$ cat config.mk
export PLATFORM = sky130hd
export DESIGN_NAME = ins_fetch_unit
export DESIGN_NICKNAME = d
export VERILOG_FILES = /design/src/rtl/ins_fetch_unit_pkg.sv /design/src/rtl/ins_fetch_unit_fetch_fifo.sv /design/src/rtl/ins_fetch_unit.sv
export SDC_FILE = /design/constraint.sdc
export NUM_CORES = 1
export LEC_CHECK = 0
export ABC_AREA = 1
export BUFFER_PORTS_ARGS = -buffer_cell sky130_fd_sc_hd__buf_2
export CORE_MARGIN = 5
export CORE_UTILIZATION = 40
export CTS_CLUSTER_SIZE = 16
export DETAILED_ROUTE_END_ITERATION = 16
export HOLD_SLACK_MARGIN = 0.15
export PLACE_DENSITY = 0.64
export SYNTH_ARGS = -nofsm -noshare
export SYNTH_HDL_FRONTEND = slang
export SYNTH_SLANG_ARGS = --single-unit
$ cat constraint.sdc
create_clock -name clk -period 1.6 [get_ports clk]
set_clock_uncertainty 0.05 [all_clocks]
set_input_delay 0.08 -clock clk [delete_from_list [all_inputs] [get_ports clk]]
set_output_delay 0.08 -clock clk [all_outputs]
set_load 0.005 [all_outputs]
$ cat src/rtl/ins_fetch_unit_pkg.sv
// mips_defs: shared fetch constants, fetch state encoding and redirect-target helpers
//   RESET_PC      default PC of the first fetch after reset
//   OP_BEQ, OP_J  opcodes of the two redirecting instructions
//   fetch_state_e S_REQ (may issue a request) / S_WAIT (one request in flight)
//   branch_target, jump_target: redirect address computation, 32-bit modulo
package mips_defs;
    localparam logic [31:0] RESET_PC = 32'h0000_3000;
    localparam logic [5:0] OP_BEQ = 6'b000100;
    localparam logic [5:0] OP_J = 6'b000010;
    typedef enum logic {S_REQ, S_WAIT} fetch_state_e;
    function automatic logic [31:0] pc_plus4(input logic [31:0] pc);
        return (pc & ~32'd3) + 32'd4;
    endfunction
    function automatic logic [31:0] branch_target(input logic [31:0] pc, input logic [15:0] imm);
        return pc_plus4(pc) + {{14{imm[15]}}, imm, 2'b00};
    endfunction
    function automatic logic [31:0] jump_target(input logic [31:0] pc, input logic [25:0] idx);
        logic [31:0] p4;
        p4 = pc_plus4(pc);
        return {p4[31:28], idx, 2'b00};
    endfunction
endpackage

$ cat src/rtl/ins_fetch_unit_fetch_fifo.sv
// fetch_fifo: instruction buffer with flush and a head taken straight from the storage registers
//   push_i/data_i  write one entry (caller never pushes into a full FIFO without a pop)
//   pop_i          drop the head (ignored when empty)
//   flush_i        empty the FIFO; overrides push and pop
//   head_o/valid_o oldest entry and non-empty flag; count_o occupancy
module fetch_fifo #(
    parameter int DEPTH = 2,
    parameter int WIDTH = 64
) (
    input  logic                   clk,
    input  logic                   rst_n,
    input  logic                   push_i,
    input  logic                   pop_i,
    input  logic                   flush_i,
    input  logic [WIDTH-1:0]       data_i,
    output logic [WIDTH-1:0]       head_o,
    output logic                   valid_o,
    output logic [$clog2(DEPTH):0] count_o
);
    localparam int AW = $clog2(DEPTH);
    logic [WIDTH-1:0] mem_q [DEPTH];
    logic [AW-1:0] rd_q, wr_q;
    logic [AW:0] cnt_q;
    logic do_pop;
    assign do_pop = pop_i && cnt_q != '0;
    assign head_o = mem_q[rd_q];
    assign valid_o = cnt_q != '0;
    assign count_o = cnt_q;
    // Storage is reset too so the head reads as zero straight out of reset.
    always_ff @(posedge clk or negedge rst_n) begin
        if (!rst_n) begin
            mem_q <= '{default: '0};
            rd_q <= '0;
            wr_q <= '0;
            cnt_q <= '0;
        end else if (flush_i) begin
            rd_q <= '0;
            wr_q <= '0;
            cnt_q <= '0;
        end else begin
            if (push_i) mem_q[wr_q] <= data_i;
            if (push_i) wr_q <= wr_q + 1'b1;
            if (do_pop) rd_q <= rd_q + 1'b1;
            cnt_q <= cnt_q + (AW+1)'(push_i) - (AW+1)'(do_pop);
        end
    end
endmodule

$ cat src/rtl/ins_fetch_unit.sv
// ins_fetch_unit: PC, single-outstanding imem fetch, instruction buffer and beq/j redirect
//   imem_*_o/_i       req/gnt address phase, in-order rvalid/rdata response
//   ins_valid_o/ready_i, instruction_o, ins_pc_o   decoder handshake on the FIFO head
//   redir_*_i         taken beq / j from execute; jump wins when both are set
module ins_fetch_unit #(
    parameter logic [31:0] RESET_PC = mips_defs::RESET_PC,
    parameter int FIFO_DEPTH = 2
) (
    input  logic        clk,
    input  logic        rst_n,
    output logic        imem_req_o,
    output logic [31:0] imem_addr_o,
    input  logic        imem_gnt_i,
    input  logic        imem_rvalid_i,
    input  logic [31:0] imem_rdata_i,
    output logic        ins_valid_o,
    input  logic        ins_ready_i,
    output logic [31:0] instruction_o,
    output logic [31:0] ins_pc_o,
    input  logic        redir_branch_i,
    input  logic        redir_jump_i,
    input  logic [31:0] redir_pc_i,
    input  logic [15:0] redir_imm16_i,
    input  logic [25:0] redir_imm26_i
);
    import mips_defs::*;
    localparam int CW = $clog2(FIFO_DEPTH) + 1;
    fetch_state_e state_q, state_d;
    logic [31:0] pc_q, pc_d, target;
    logic req_q, req_d, discard_q, discard_d, redirect, hs, rsp, push, pop;
    logic [CW-1:0] count, count_d;
    logic [63:0] head;
    assign redirect = redir_branch_i | redir_jump_i;
    assign target = redir_jump_i ? jump_target(redir_pc_i, redir_imm26_i)
                                 : branch_target(redir_pc_i, redir_imm16_i);
    assign hs = req_q && imem_gnt_i;
    assign rsp = state_q == S_WAIT && imem_rvalid_i;
    assign push = rsp && !discard_q && !redirect;
    assign pop = ins_valid_o && ins_ready_i && !redirect;
    // Request is registered: it is raised only when the buffer will still have room
    // for the reply after this cycle's push/pop/flush.
    always_comb begin
        state_d = hs ? S_WAIT : rsp ? S_REQ : state_q;
        pc_d = redirect ? target : hs ? pc_q + 32'd4 : pc_q;
        discard_d = (redirect && (hs || (state_q == S_WAIT && !imem_rvalid_i))) ? 1'b1
                  : rsp ? 1'b0 : discard_q;
        count_d = redirect ? '0 : count + CW'(push) - CW'(pop);
        req_d = state_d == S_REQ && count_d < CW'(FIFO_DEPTH);
    end
    always_ff @(posedge clk or negedge rst_n) begin
        if (!rst_n) begin
            state_q <= S_REQ;
            pc_q <= RESET_PC;
            req_q <= 1'b0;
            discard_q <= 1'b0;
        end else begin
            state_q <= state_d;
            pc_q <= pc_d;
            req_q <= req_d;
            discard_q <= discard_d;
        end
    end
    // A reply that is kept always belongs to pc_q-4: any redirect since the grant sets discard.
    fetch_fifo #(.DEPTH(FIFO_DEPTH), .WIDTH(64)) u_fifo (
        .clk(clk),
        .rst_n(rst_n),
        .push_i(push),
        .pop_i(pop),
        .flush_i(redirect),
        .data_i({imem_rdata_i, pc_q - 32'd4}),
        .head_o(head),
        .valid_o(ins_valid_o),
        .count_o(count)
    );
    assign imem_req_o = req_q;
    assign imem_addr_o = pc_q;
    assign instruction_o = head[63:32];
    assign ins_pc_o = head[31:0];
endmodule
Word-level counts from Yosys, hierarchy flattened --
Index checks and enable logic that the tools add are counted.
Cells by class: add/sub/neg operators 9, $lt $le $gt $ge 4, muxes and demuxes 19, bitwise gates (word level) 5, reductions and logical operators 21
Operators by type and width (number):
- $mux 64 | 4
- $bwmux 128 | 1
- $mux 32 | 3
- $add 32x3->32 const B | 2
- $demux 64 s1 | 1
- $add 32x32->32 | 1
- $sub 32x3->32 const B | 1
- $logic_and 1x1->1 | 11
- $reduce_bool 2->1 | 5
- $mux 1 | 8
- $ge 2x2->1 const B | 2
- $mux 2 | 2
- $not 1->2 | 2
- $sub 2x1->2 | 2
- $logic_not 1->1 | 3
- $add 1x1->1 const B | 2
- $add 2x1->2 | 1
- $lt 2x1->1 const B | 1
- $lt 2x2->1 const B | 1
- $not 1->1 | 2
- $reduce_and 2->1 | 1
- $logic_or 1x1->1 | 1
- $or 1x1->1 | 1
Word-level totals: flip-flop bits (word level) 167, input bits 113, output and inout bits 98

Logic depth before layout (Yosys ltp) --
Gate-level depths: netlist of the first run.
word-level depth 8, mapped depth 24

Cells and area by module --
A second synthesis of the first run with hierarchy kept.
Second synthesis, totals: cell total of the unflattened synthesis 1715, area total of the unflattened synthesis 12251.8 um^2
Modules (own cells, without submodules):
- fetch_fifo | instances 1, cells an instance 713, area each 6309.8 um^2, seq. area each 3303.2 um^2
- ins_fetch_unit | instances 1, cells an instance 1002, area each 5941.9 um^2, seq. area each 828.3 um^2

Worst setup path after synthesis of the first run --
No wires, ideal clock.
path type input-to-reg, from in redir_pc_i[2], to reg pc_q[25] (netlist: imem_addr_o[25]), library setup time 0.113 ns, arrival 2.103 ns, setup slack -0.666 ns, stages on the path 19, buffers on the path 0, cells stage by stage ha_1 -> nand2_1 -> inv_1 -> nand3_1 -> nor3_1 -> nand4_1 -> xnor2_1 -> ha_1 -> nand2_1 -> nor2_1 -> nand2_1 -> nor2_1 -> nand2_1 -> nand3_1 -> nand2_1 -> nand3_1 -> nand3_1 -> nand2_1 -> inv_1
On the way: longest elaborated chain between the ends 4
RTL lines:
- from (decl) | line ins_fetch_unit.sv:22 | input logic [31:0] redir_pc_i,
- $add 32x3->32 | line ins_fetch_unit_pkg.sv:12 | return (pc & ~32'd3) + 32'd4;
- $add 32x32->32 | line ins_fetch_unit_pkg.sv:15 | return pc_plus4(pc) + {{14{imm[15]}}, imm, 2'b00};
- $mux 32 | line ins_fetch_unit.sv:34 | assign target = redir_jump_i ? jump_target(redir_pc_i, redir_imm26_i)
- $mux 32 | line ins_fetch_unit.sv:44 | pc_d = redirect ? target : hs ? pc_q + 32'd4 : pc_q;
- to (signal assigned) | line ins_fetch_unit.sv:58 | pc_q <= pc_d;
- to (decl) | line ins_fetch_unit.sv:29 | logic [31:0] pc_q, pc_d, target;
Every way passes these cells. A chain may end at the register's enable or synchronous reset.

Worst setup path in the final report of the first run --
from in redir_pc_i[7], to reg pc_q[30] (netlist: imem_addr_o[30])
On the way: longest elaborated chain between the ends 4
RTL lines (line):
- $add 32x3->32 (*) | ins_fetch_unit_pkg.sv:12
- $add 32x32->32 | ins_fetch_unit_pkg.sv:15
- $mux 32 (*) | ins_fetch_unit.sv:34
- $mux 32 (*) | ins_fetch_unit.sv:44
Mark *: on every way between the ends. The rest lies on a longest branch, timed or not.

==> flow_metrics.tcl, run 1 <==
set metrics [dict create \
    gp_congestion 0.9144 \
    final.setup.worst_slack_ns -0.5712 \
    power_leakage_nw 10.53 \
    synthCells 1838 \
    cpPeakStageDelay_ns 0.25 \
    arrival_ns 2.48 \
    synth.distinct_cells 47 \
    area_delta_synth_final_pct 71.76 \
    worstSetupPathType "input pin to flip-flop" \
    setup_viol 94 \
    drtPass1Iterations 6 \
    track_usage 0.2635 \
    hold_class "input pin to flip-flop" \
    nets 2589 \
    clockRootBuffer "clkbuf_16" \
    clock_latency_ns 0.43 \
    wl_per_cell_microns 16.90 \
    cts.sinks 161 \
    internal_power_mw 10.98 \
    syn_area_per_cell_sq_um 6.428 \
    cts_buffer_depth 2 \
    violations "setup timing" \
    grt_pass1_wl_microns 70990 \
    fmax_mhz 460.6 \
    syn_area_sq_um 11810 \
    layout-drive-gt1-share 0.4390 \
    vdd_ir_drop_max_v 0.0007035 \
    synth_ff_type "dfrtp_1" \
    synth_edf_count 0 \
    die_x_microns 181.9 \
    pwr-share-seq 0.323 \
    layout_min_cycle_time_ns 2.171 \
    row_count 63 \
    setup.worst_path.end_class "flip-flop" \
    p_comb_frac 0.443 \
    placed_cells 2647 \
    die_h_microns 181.9 \
    start_util 0.4018 \
    h-tree-depth 4 \
    route.vias.total 14360 \
    drc 0 \
    drv_slew 0 \
    grt_overflow_total 0 \
    drv_cap 0 \
    io_pins 211 \
    routed_via_density 5.055 \
    p_switching_mw 6.671 \
    worstPathMaxFanout 3 \
    drt_iter0_markers 1113 \
    grt_max_degree 66 \
    layout.cells.non_filler 2840 \
    crit_chain "buf_12 -> nand2_8 -> nor2_4 -> nand2_4 -> nor3_4 -> nand3_2 -> nor2_4 -> nand2_2 -> nor2_4 -> xor2_4 -> ha_4 -> a21oi_4 -> buf_4 -> nand2_2 -> nand2_2 -> nand2_2 -> a21oi_2 -> nand2_1 -> nand2_1 -> nand3_2 -> a21oi_2" \
    rsz0062_at_grt "yes" \
    clk_pin_slew_ns 0.08 \
    cp_data_required_time_ns 1.91 \
    cts_tree "yes" \
    ys_ff_latch 161 \
    antenna_found_initial 1 \
    cp_slowest_cell "ha_4" \
    p_per_area_nw_per_um2 869.8 \
    nFillCells 2279 \
    clkPwrFrac 0.234 \
    crit_top_cell "nand2_2" \
    synthArstFlopShare 1.000 \
    wl_microns 48000 \
    ys_seq_area_frac 0.3412 \
    port-buffer-count 204 \
    worst_setup_path_start_kind "input pin" \
    numCtsBuffers 17 \
    synth_warnings 0 \
    grt_pass1_vias 13630 \
    finalPower_mw 17.65 \
    hpwlAfterDp_microns 31890 \
    core_area_sq_um 29400 \
    outcome "complete, but fails checks" \
    die_area_sq_um 33070 \
    switching_share 0.3780 \
    hold_viol 0 \
    fin_crit_sh 1.357 \
    ant_nets 0 \
]
[kinds of logic after synthesis]
logic type | after synthesis | synth area share
buffers and inverters | 287 | 0.09733
other | 1 | 0.0003174
and+or+nand+nor | 1049 | 0.3652
adders and majority gates | 40 | 0.04300
xor gates and xnor gates | 68 | 0.05041
DFF | 161 | 0.3412
AOI/OAI and AO/OA | 232 | 0.1025
[worst paths after layout]
path                                  start           endpoint  slack [ns]  cells after the start
max                           redir_pc_i[7]    imem_addr_o[30]       -0.57                     21
min reg2reg                u_fifo.mem_q[25]   u_fifo.mem_q[25]        0.43                      2
min in group asynchronous             rst_n  u_fifo.mem_q[103]        0.61                      3
max reg2reg                 imem_addr_o[12]    imem_addr_o[29]       -0.28                     10
min                            redir_jump_i    imem_addr_o[30]        0.15                      5
max in group asynchronous             rst_n    imem_addr_o[12]        0.23                      4
[cell usage after synthesis, types with 5 or more instances]
master / instances / area [sq um]
nand4_1: 14 / 87.58
buf_2: 37 / 185.2
inv_1: 208 / 780.8
dfrtp_1: 159 / 3979
clkbuf_1: 29 / 108.9
nor2_1: 164 / 615.6
xor2_1: 52 / 455.4
nor2_2: 21 / 131.4
inv_2: 6 / 22.52
o21ai_1: 48 / 240.2
o21ai_0: 94 / 470.5
xnor2_1: 16 / 140.1
a21oi_1: 69 / 345.3
ha_1: 39 / 488.0
nand2_1: 722 / 2710
nand2_2: 9 / 56.30
nor3_1: 15 / 75.07
nor2_4: 5 / 56.30
a31oi_1: 7 / 43.79
nand3_1: 77 / 385.4
nand3b_1: 5 / 37.54
[per-stage QoR]
stage          area (sq um)  hold slack [ns]  setup WS (ns)    util  setup TNS, ns
6_report              20290           0.1536        -0.5712  0.6902         -17.19
5_1_grt               20290           0.1747        -0.7291  0.6902         -26.76
4_1_cts               18370           0.1849        -0.4630  0.6249         -15.18
3_5_place_dp          15640         -0.03456         -1.061  0.5320         -28.82
3_3_place_gp          15640         -0.03764         -1.029  0.5320         -27.33
2_1_floorplan         12200          -0.2656        -0.5407       -         -7.792
[repair_timing]
| action | CTS | global route |
|---|---|---|
| pin swaps | 84 | 139 |
| gates cloned | 8 | 7 |
| hold buffers | 70 | 0 |
| endpoints found under the hold margin | 258 | 0 |
| resized for setup | 255 | 390 |
| setup endpoints to repair | 99 | 188 |
| buffers inserted | 41 | 40 |
[critical path, delay by kind of cell]
kind / cells / cell delay [ns]
XOR/XNOR: 1 / 0.23
adder cells (fa/ha/maj): 1 / 0.25
AND/OR/NAND/NOR: 14 / 1.35
AO/OA/AOI/OAI: 3 / 0.35
buffers and inverters: 2 / 0.21
[sequential cells by signal (all words and copies together) (netlist names)]
signal,count
u_fifo.count_o,2
u_fifo.mem_q,124
imem_req_o,1
u_fifo.wr_q,1
discard_q,1
imem_addr_o,30
u_fifo.rd_q,1
state_q,1
[placed cells by master, fill, tap and decap left out, drive strengths merged, types with 3 or more instances in the layout]
cell type    instances
ha                  39
a21oi               70
nor2               190
nand3b               6
clkbuf              24
xnor2               16
conb                 4
nor3                20
o21ai              142
inv                220
xor2                52
buf                572
nand4               14
clkinv               9
a31oi                7
and3                 3
nand3               79
nand2              731
o21bai               3
dfrtp              159
dlygate4sd3         68
[power by group through the flow]
stage | clock network (mW) | logic [mW] | registers [mW]
2_1_floorplan | 0 | 2.93 | 5.41
4_1_cts | 4.16 | 6.52 | 5.49
3_5_place_dp | 0 | 5.81 | 5.54
6_report | 4.13 | 7.82 | 5.70
3_3_place_gp | 0 | 5.74 | 5.51
5_1_grt | 4.33 | 8.54 | 5.79
[per-layer routing]
layer	GRT usage	wire length, microns	vias to the layer above
met2	0.4584	24190	556
li1	-	-	6918
met4	0.07385	1579	0
met5	0	0	-
met3	0.03065	2680	112
met1	0.3466	19550	6771
[layout make-up]
type	instances	area [sq um]	area share
timing repair buffer	647	5411	0.2667
clock buffer	18	439.2	0.02164
sequential	161	4048	0.1995
multi-input combinational	1393	8877	0.4375
antenna	1	2.502	0.0001233
tap	390	488.0	0.02405
clock inverter	14	158.9	0.007831
inverter	216	867.1	0.04273
Note: power is estimated with default switching activity, not from simulation.
==> run 2, diff against run 1 <==
Settings changed: ABC_AREA 1 to unset, PLACE_DENSITY 0.64 to 0.65, SKIP_LAST_GASP set to 1.
==> run 2 against run 1 <==
Compared with the run above: the flow still finishes with violations (setup timing); setup slack worse by 0.63 ns; largest cell class unchanged; routed wire length is 22% lower; final cell count shrank 29%; via count is 26% lower; first-iteration DRC count down 47%; sequential power shrank 2%; total power decreased by 1.3%.
==> flow_metrics.tcl, run 2 <==
set metrics [dict create \
    p_switching_mw 5.598 \
    hold_class "input pin to flip-flop" \
    pwr-share-seq 0.321 \
    final.setup.worst_slack_ns -1.197 \
    cp.depth 18 \
    layout_min_cycle_time_ns 2.797 \
    reg2reg_depth 9 \
    port-buffer-count 204 \
    setup.worst_path.end_class "flip-flop" \
    synth_top_area_cell "dfrtp_1" \
    r2r-start "imem_addr_o[12]" \
    route.vias.total 10650 \
    largest_register_ffs 124 \
    numCtsBuffers 17 \
    fmax_mhz 357.5 \
    setup_viol 208 \
    worst_setup_path_start_kind "input pin" \
    synth_edf_count 0 \
    final_cell_mix "buf_4 (283), buf_2 (156), dfrtp_1 (155)" \
    layout-drive-gt1-share 0.5394 \
    worstSetupPathType "input pin to flip-flop" \
    post-route-util 0.6926 \
    grt_overflow_total 0 \
    gr-usage-met2 0.4017 \
    crit_family "simple AND/OR/NAND/NOR gates" \
    internal_power_mw 11.83 \
    die_area_sq_um 29480 \
    grtUsageMet1 0.2878 \
    synth_warnings 0 \
    clockRootBuffer "clkbuf_16" \
    clock_latency_ns 0.43 \
    n_antenna_cell 0 \
    cts_tree "yes" \
    yosysMostFrequentCell "dfrtp_1" \
    synthTopCellsByCount "dfrtp_1 (159), mux2_2 (126), nor2_1 (106)" \
    synthCells 1093 \
    reg2reg_slack_ns -0.82 \
    cpPeakStageDelay_ns 0.39 \
    power_leakage_nw 8.393 \
    nets 1827 \
    routed_via_density 5.268 \
    ys_ff_latch 161 \
    wl_microns 37600 \
    clk_pin_slew_ns 0.07 \
    dp_slack_ns -1.716 \
    io_pins 211 \
    crit_chain "buf_8 -> nand3_4 -> nor4_4 -> buf_4 -> nand2_4 -> buf_6 -> xnor2_2 -> ha_1 -> nand2_1 -> nor2_2 -> nor3b_4 -> or3_4 -> a311oi_4 -> buf_4 -> o21ai_2 -> xor2_1 -> a211oi_1 -> a21oi_1" \
    endpoint "imem_addr_o[19]" \
    crit_top_cell "buf_4" \
    area_delta_synth_final_pct 71.61 \
    hold_viol 0 \
    p_comb_frac 0.438 \
    rr_endpoint "imem_addr_o[23]" \
    track_usage 0.2296 \
    grt_max_degree 48 \
    syn_area_sq_um 10460 \
    clkPwrFrac 0.241 \
    tns_ns -57.21 \
    p_per_area_nw_per_um2 971.0 \
    path_buf_inv 4 \
    synthArstFlopShare 1.000 \
    startpoint "redir_pc_i[5]" \
    die_h_microns 171.7 \
    drv_cap 0 \
    worstPathMaxFanout 4 \
    synth_ff_type "dfrtp_1" \
    core_area_sq_um 25910 \
    cp_slowest_cell "nor4_4" \
    layout_commonest_cell "buf_4" \
    syn_area_per_cell_sq_um 9.568 \
    h-tree-depth 4 \
    arrival_ns 3.03 \
    gp_congestion 0.8997 \
    start_util 0.4036 \
    drt_iter0_markers 591 \
    rsz0062_at_grt "yes" \
    outcome "complete, but fails checks" \
    ys_top_cells_by_area "dfrtp_1 (38%), mux2_2 (14%), xnor2_1 (5.8%)" \
    vdd_ir_drop_max_v 0.0006741 \
    cp_data_required_time_ns 1.83 \
    cts.sinks 161 \
    drtPass1Iterations 5 \
    fin_crit_sh 1.748 \
    row_count 59 \
    drc 0 \
    switching_share 0.3213 \
    violations "setup timing" \
    synth.distinct_cells 76 \
    wl_per_cell_microns 18.60 \
    ys_seq_area_frac 0.3855 \
    synth_top_area_frac 0.3805 \
    layout.cells.non_filler 2022 \
    use_met3 0.03562 \
    grt_busiest_layer "met2" \
    antenna_found_initial 0 \
    hpwlAfterDp_microns 24540 \
    top_register "u_fifo.mem_q" \
    drv_slew 0 \
    whs_ns 0.2056 \
    placed_cells 1848 \
    grt_pass1_vias 10780 \
    grt_pass1_wl_microns 54430 \
    die_x_microns 171.7 \
    ant_nets 0 \
    cts_buffer_depth 2 \
]
-- run 2: cell types whose count changed in the layout (fill, tap and decap cells not counted), sizes merged, moves of 10 or more --
cell	change
nand2	-641
inv	-189
mux2	+127
nor2	-84
o21ai	-84
xnor2	+53
nand3	-41
a21o	+23
xor2	-20
buf	-19
a21oi	+17
and3	+11
nor4	+10
-- run 2: cell type report --
type,count,area [sq um]
well taps,335,419.2
clock buffers,17,425.4
multi-input cells,843,7493
flip-flops and latches,161,4036
inverters,23,91.34
clock inverters,15,171.4
fillers,1816,7965
repair buffers,628,5309
-- run 2: worst min path at each step --
stage / from / end / slack, ns / cells past startpoint
after floorplan: rst_n / discard_q / -0.27 / 0
after global placement: rst_n / u_fifo.mem_q[17] / -0.02 / 1
after detailed placement: rst_n / u_fifo.mem_q[17] / -0.02 / 1
after CTS: redir_jump_i / imem_addr_o[24] / 0.18 / 3
after global routing: redir_jump_i / imem_addr_o[24] / 0.22 / 3
final: redir_jump_i / imem_addr_o[24] / 0.21 / 3
-- run 2: cells by family after synthesis --
kind of cell / after synthesis / synth area share
AND/OR/NAND/NOR: 331 / 0.1578
AO/OA/AOI/OAI: 235 / 0.1448
flip-flops: 161 / 0.3855
multiplexers: 131 / 0.1406
XOR/XNOR: 101 / 0.08459
buffers and inverters: 93 / 0.03781
adder cells (fa/ha/maj): 40 / 0.04858
other: 1 / 0.0003586
-- run 2: worst reg2reg max path: stages (launching register included) --
cell     delay (ns)
dfstp_2        0.56
and4_1         0.31
nand4_1        0.18
nor3_1         0.29
nand2_1        0.18
buf_4          0.17
xnor2_1        0.13
nor2_1         0.07
a211o_1        0.29
a31oi_1        0.12
-- run 2: metal layers --
layer  part of all wire  vias up
met3              0.048       90
met4              0.032        0
li1                   -     5049
met1               0.40     5173
met2               0.52      339
met5                  0        -
-- run 2: repair_timing --
item | CTS | global route
hold endpoints to repair | 256 | 0
buffers inserted | 41 | 41
endpoints found under the setup margin | 189 | 190
resized for setup | 152 | 191
hold buffers | 66 | 0
pin swaps | 89 | 111
gates cloned | 6 | 12
-- run 2: metrics by stage --
stage          total power, mW  instance area (sq um)
2_1_floorplan            8.616                  10960
3_3_place_gp             11.12                  14290
3_5_place_dp             11.28                  14290
4_1_cts                  16.20                  16730
5_1_grt                  18.27                  17950
6_report                 17.43                  17950
-- run 2: power by group through the flow --
stage / combinational [mW] / clock, mW / sequential [mW]
3_3_place_gp: 5.62 / 0 / 5.50
5_1_grt: 8.17 / 4.43 / 5.67
6_report: 7.64 / 4.19 / 5.59
2_1_floorplan: 3.16 / 0 / 5.45
3_5_place_dp: 5.71 / 0 / 5.57
4_1_cts: 6.44 / 4.25 / 5.52
==> run 3, diff against run 2 <==
Settings changed: PLACE_DENSITY 0.65 to 0.62.
Clock period 1.6 ns to 2.6 ns, I/O delays scaled along.
==> run 3 against run 2 <==
Compared with the run above: the run still ends with setup timing left; setup slack gained 0.96 ns; total power is 48% lower; sequential share of layout area increased by 5.0 points; via count is 12% lower; core utilization down 13 points; clock power is 42% lower; cell area shrank 18%; global-route usage down 2.4 points; critical path depth fell by 4.
==> flow_metrics.tcl, run 3 (synthesis gave the netlist of run 2 again) <==
set metrics [dict create \
    rr_endpoint "imem_addr_o[23]" \
    area_delta_synth_final_pct 40.40 \
    drv_cap 0 \
    worstSetupPathType "input pin to flip-flop" \
    routed_via_density 5.074 \
    cts_buffer_depth 2 \
    die_area_sq_um 29480 \
    numCtsBuffers 17 \
    top_register "u_fifo.mem_q" \
    drc 0 \
    track_usage 0.2060 \
    antenna_found_initial 1 \
    reg2reg_slack_ns 0.10 \
    clockRootBuffer "clkbuf_16" \
    crit_chain "buf_2 -> nand3_4 -> nor4_1 -> xnor2_1 -> ha_1 -> a21oi_1 -> nand2_1 -> o21a_1 -> o41a_4 -> o21ai_2 -> or2b_1 -> xnor2_1 -> a211o_1 -> a31oi_1" \
    crit_family "compound AO/OA/AOI/OAI gates" \
    clock_latency_ns 0.43 \
    worstPathMaxFanout 5 \
    fmax_mhz 352.4 \
    outcome "complete, but fails checks" \
    power_leakage_nw 6.865 \
    nFillCells 2282 \
    layout_commonest_cell "buf_2" \
    core_area_sq_um 25910 \
    drv_slew 0 \
    tightest_slew_ns 0.6285 \
    cp_data_required_time_ns 2.90 \
    dp_slack_ns -0.7917 \
    setup.worst_path.end_class "flip-flop" \
    cts.sinks 161 \
    violations "setup timing" \
    r2r-start "imem_addr_o[12]" \
    rsz0062_at_grt "yes" \
    p_per_area_nw_per_um2 619.3 \
    clkPwrFrac 0.270 \
    wl_per_cell_microns 16.47 \
    h-tree-depth 4 \
    layout-drive-gt1-share 0.4187 \
    hold_path.startpoint "redir_imm16_i[0]" \
    nets 1659 \
    crit_top_cell "xnor2_1" \
    io_pins 211 \
    post-route-util 0.5667 \
    cpPeakStageDelay_ns 0.45 \
    ant_nets 0 \
    grt_pass1_vias 9576 \
    grt_pass1_wl_microns 48780 \
    switching_share 0.3295 \
    pwr-share-seq 0.376 \
    setup_viol 14 \
    cts_tree "yes" \
    final_cell_mix "buf_2 (197), buf_4 (188), dfrtp_1 (158)" \
    min_to "imem_addr_o[2]" \
    clk_pin_slew_ns 0.07 \
    p_comb_frac 0.354 \
    wl_microns 30560 \
    die_h_microns 171.7 \
    drtPass1Iterations 7 \
    internal_power_mw 6.096 \
    arrival_ns 3.14 \
    final.setup.worst_slack_ns -0.2374 \
    p_switching_mw 2.996 \
    hold_viol 0 \
    maxSlewHeadroom 0.5801 \
    multiInputGateArea_sq_um 6347 \
    cp_slowest_cell "o41a_4" \
    layout_min_cycle_time_ns 2.837 \
    port-buffer-count 204 \
    vdd_ir_drop_max_v 0.0004817 \
    die_x_microns 171.7 \
    reg2reg_depth 9 \
    worst_setup_path_start_kind "input pin" \
    path_buf_inv 1 \
    fin_crit_sh 1.091 \
    grt_max_degree 71 \
    start_util 0.4036 \
    hpwlAfterDp_microns 22880 \
    route.vias.total 9413 \
    seqCellArea_sq_um 4033 \
    hold_depth 4 \
    row_count 59 \
    hold_class "input pin to flip-flop" \
    drt_iter0_markers 393 \
    gp_congestion 0.9073 \
    grt_overflow_total 0 \
    largest_register_ffs 124 \
]
run 3: routing by layer:
metal  share of wire  wire length [microns]  vias to the layer above  global-route usage
met1            0.44                  13560                     4384              0.2716
li1                -                      -                     4716                   -
met5               0                      0                        -                   0
met2            0.47                  14440                      253              0.3342
met3           0.049                   1490                       60             0.03241
met4           0.035                   1065                        0             0.09335
run 3: worst max-delay path by stage:
stage	startpoint	end	cells past startpoint	slack, ns
final	redir_pc_i[4]	imem_addr_o[23]	14	-0.24
after global routing	redir_pc_i[7]	imem_addr_o[29]	18	-0.41
after CTS	redir_pc_i[7]	imem_addr_o[29]	18	-0.22
after detailed placement	redir_pc_i[7]	imem_addr_o[28]	18	-0.79
after global placement	redir_pc_i[10]	imem_addr_o[28]	18	-0.72
after floorplan	redir_pc_i[7]	imem_addr_o[29]	17	-0.44
run 3: final cells by class:
type	count	share of cell area
clock inverter	15	0.01108
sequential	161	0.2746
timing repair buffer	461	0.2182
antenna	1	0.0001704
clock buffer	17	0.02897
inverter	23	0.006050
multi-input combinational	842	0.4323
tap	335	0.02855
run 3: worst register-to-register path: cells and delay by family, from the launching register on:
| family | cells | cell delay (ns) |
|---|---|---|
| flip-flops | 1 | 0.54 |
| XOR/XNOR | 1 | 0.14 |
| buffers and inverters | 1 | 0.18 |
| AO/OA/AOI/OAI | 2 | 0.42 |
| AND/OR/NAND/NOR | 5 | 1.10 |
run 3: per-stage QoR:
stage / power (mW) / hold WS [ns] / setup TNS (ns) / instance area, sq um / std cells
after global routing: 9.694 / 0.2075 / -4.420 / 14680 / 1855
after floorplan: 5.122 / -0.2156 / -2.900 / 10590 / 1096
after global placement: 6.485 / 0.08378 / -9.647 / 13120 / 1744
after detailed placement: 6.545 / 0.08836 / -10.64 / 13120 / 1744
final: 9.093 / 0.1794 / -1.699 / 14680 / 1855
after CTS: 9.146 / 0.1593 / -1.445 / 14490 / 1848
run 3: power by group through the flow:
stage / combinational, mW / sequential, mW / clock (mW)
finish: 3.22 / 3.42 / 2.45
global route: 3.56 / 3.51 / 2.63
CTS: 3.20 / 3.42 / 2.52
detailed placement: 3.08 / 3.47 / 0
global placement: 3.06 / 3.43 / 0
floorplan: 1.78 / 3.34 / 0
run 3: timing repair:
| item | in CTS | in global routing |
|---|---|---|
| hold buffers | 63 | 0 |
| hold endpoints to repair | 226 | 0 |
| setup buffers | 9 | 7 |
| resized for setup | 18 | 30 |
| pin swaps | 23 | 39 |
| endpoints found under the setup margin | 13 | 20 |
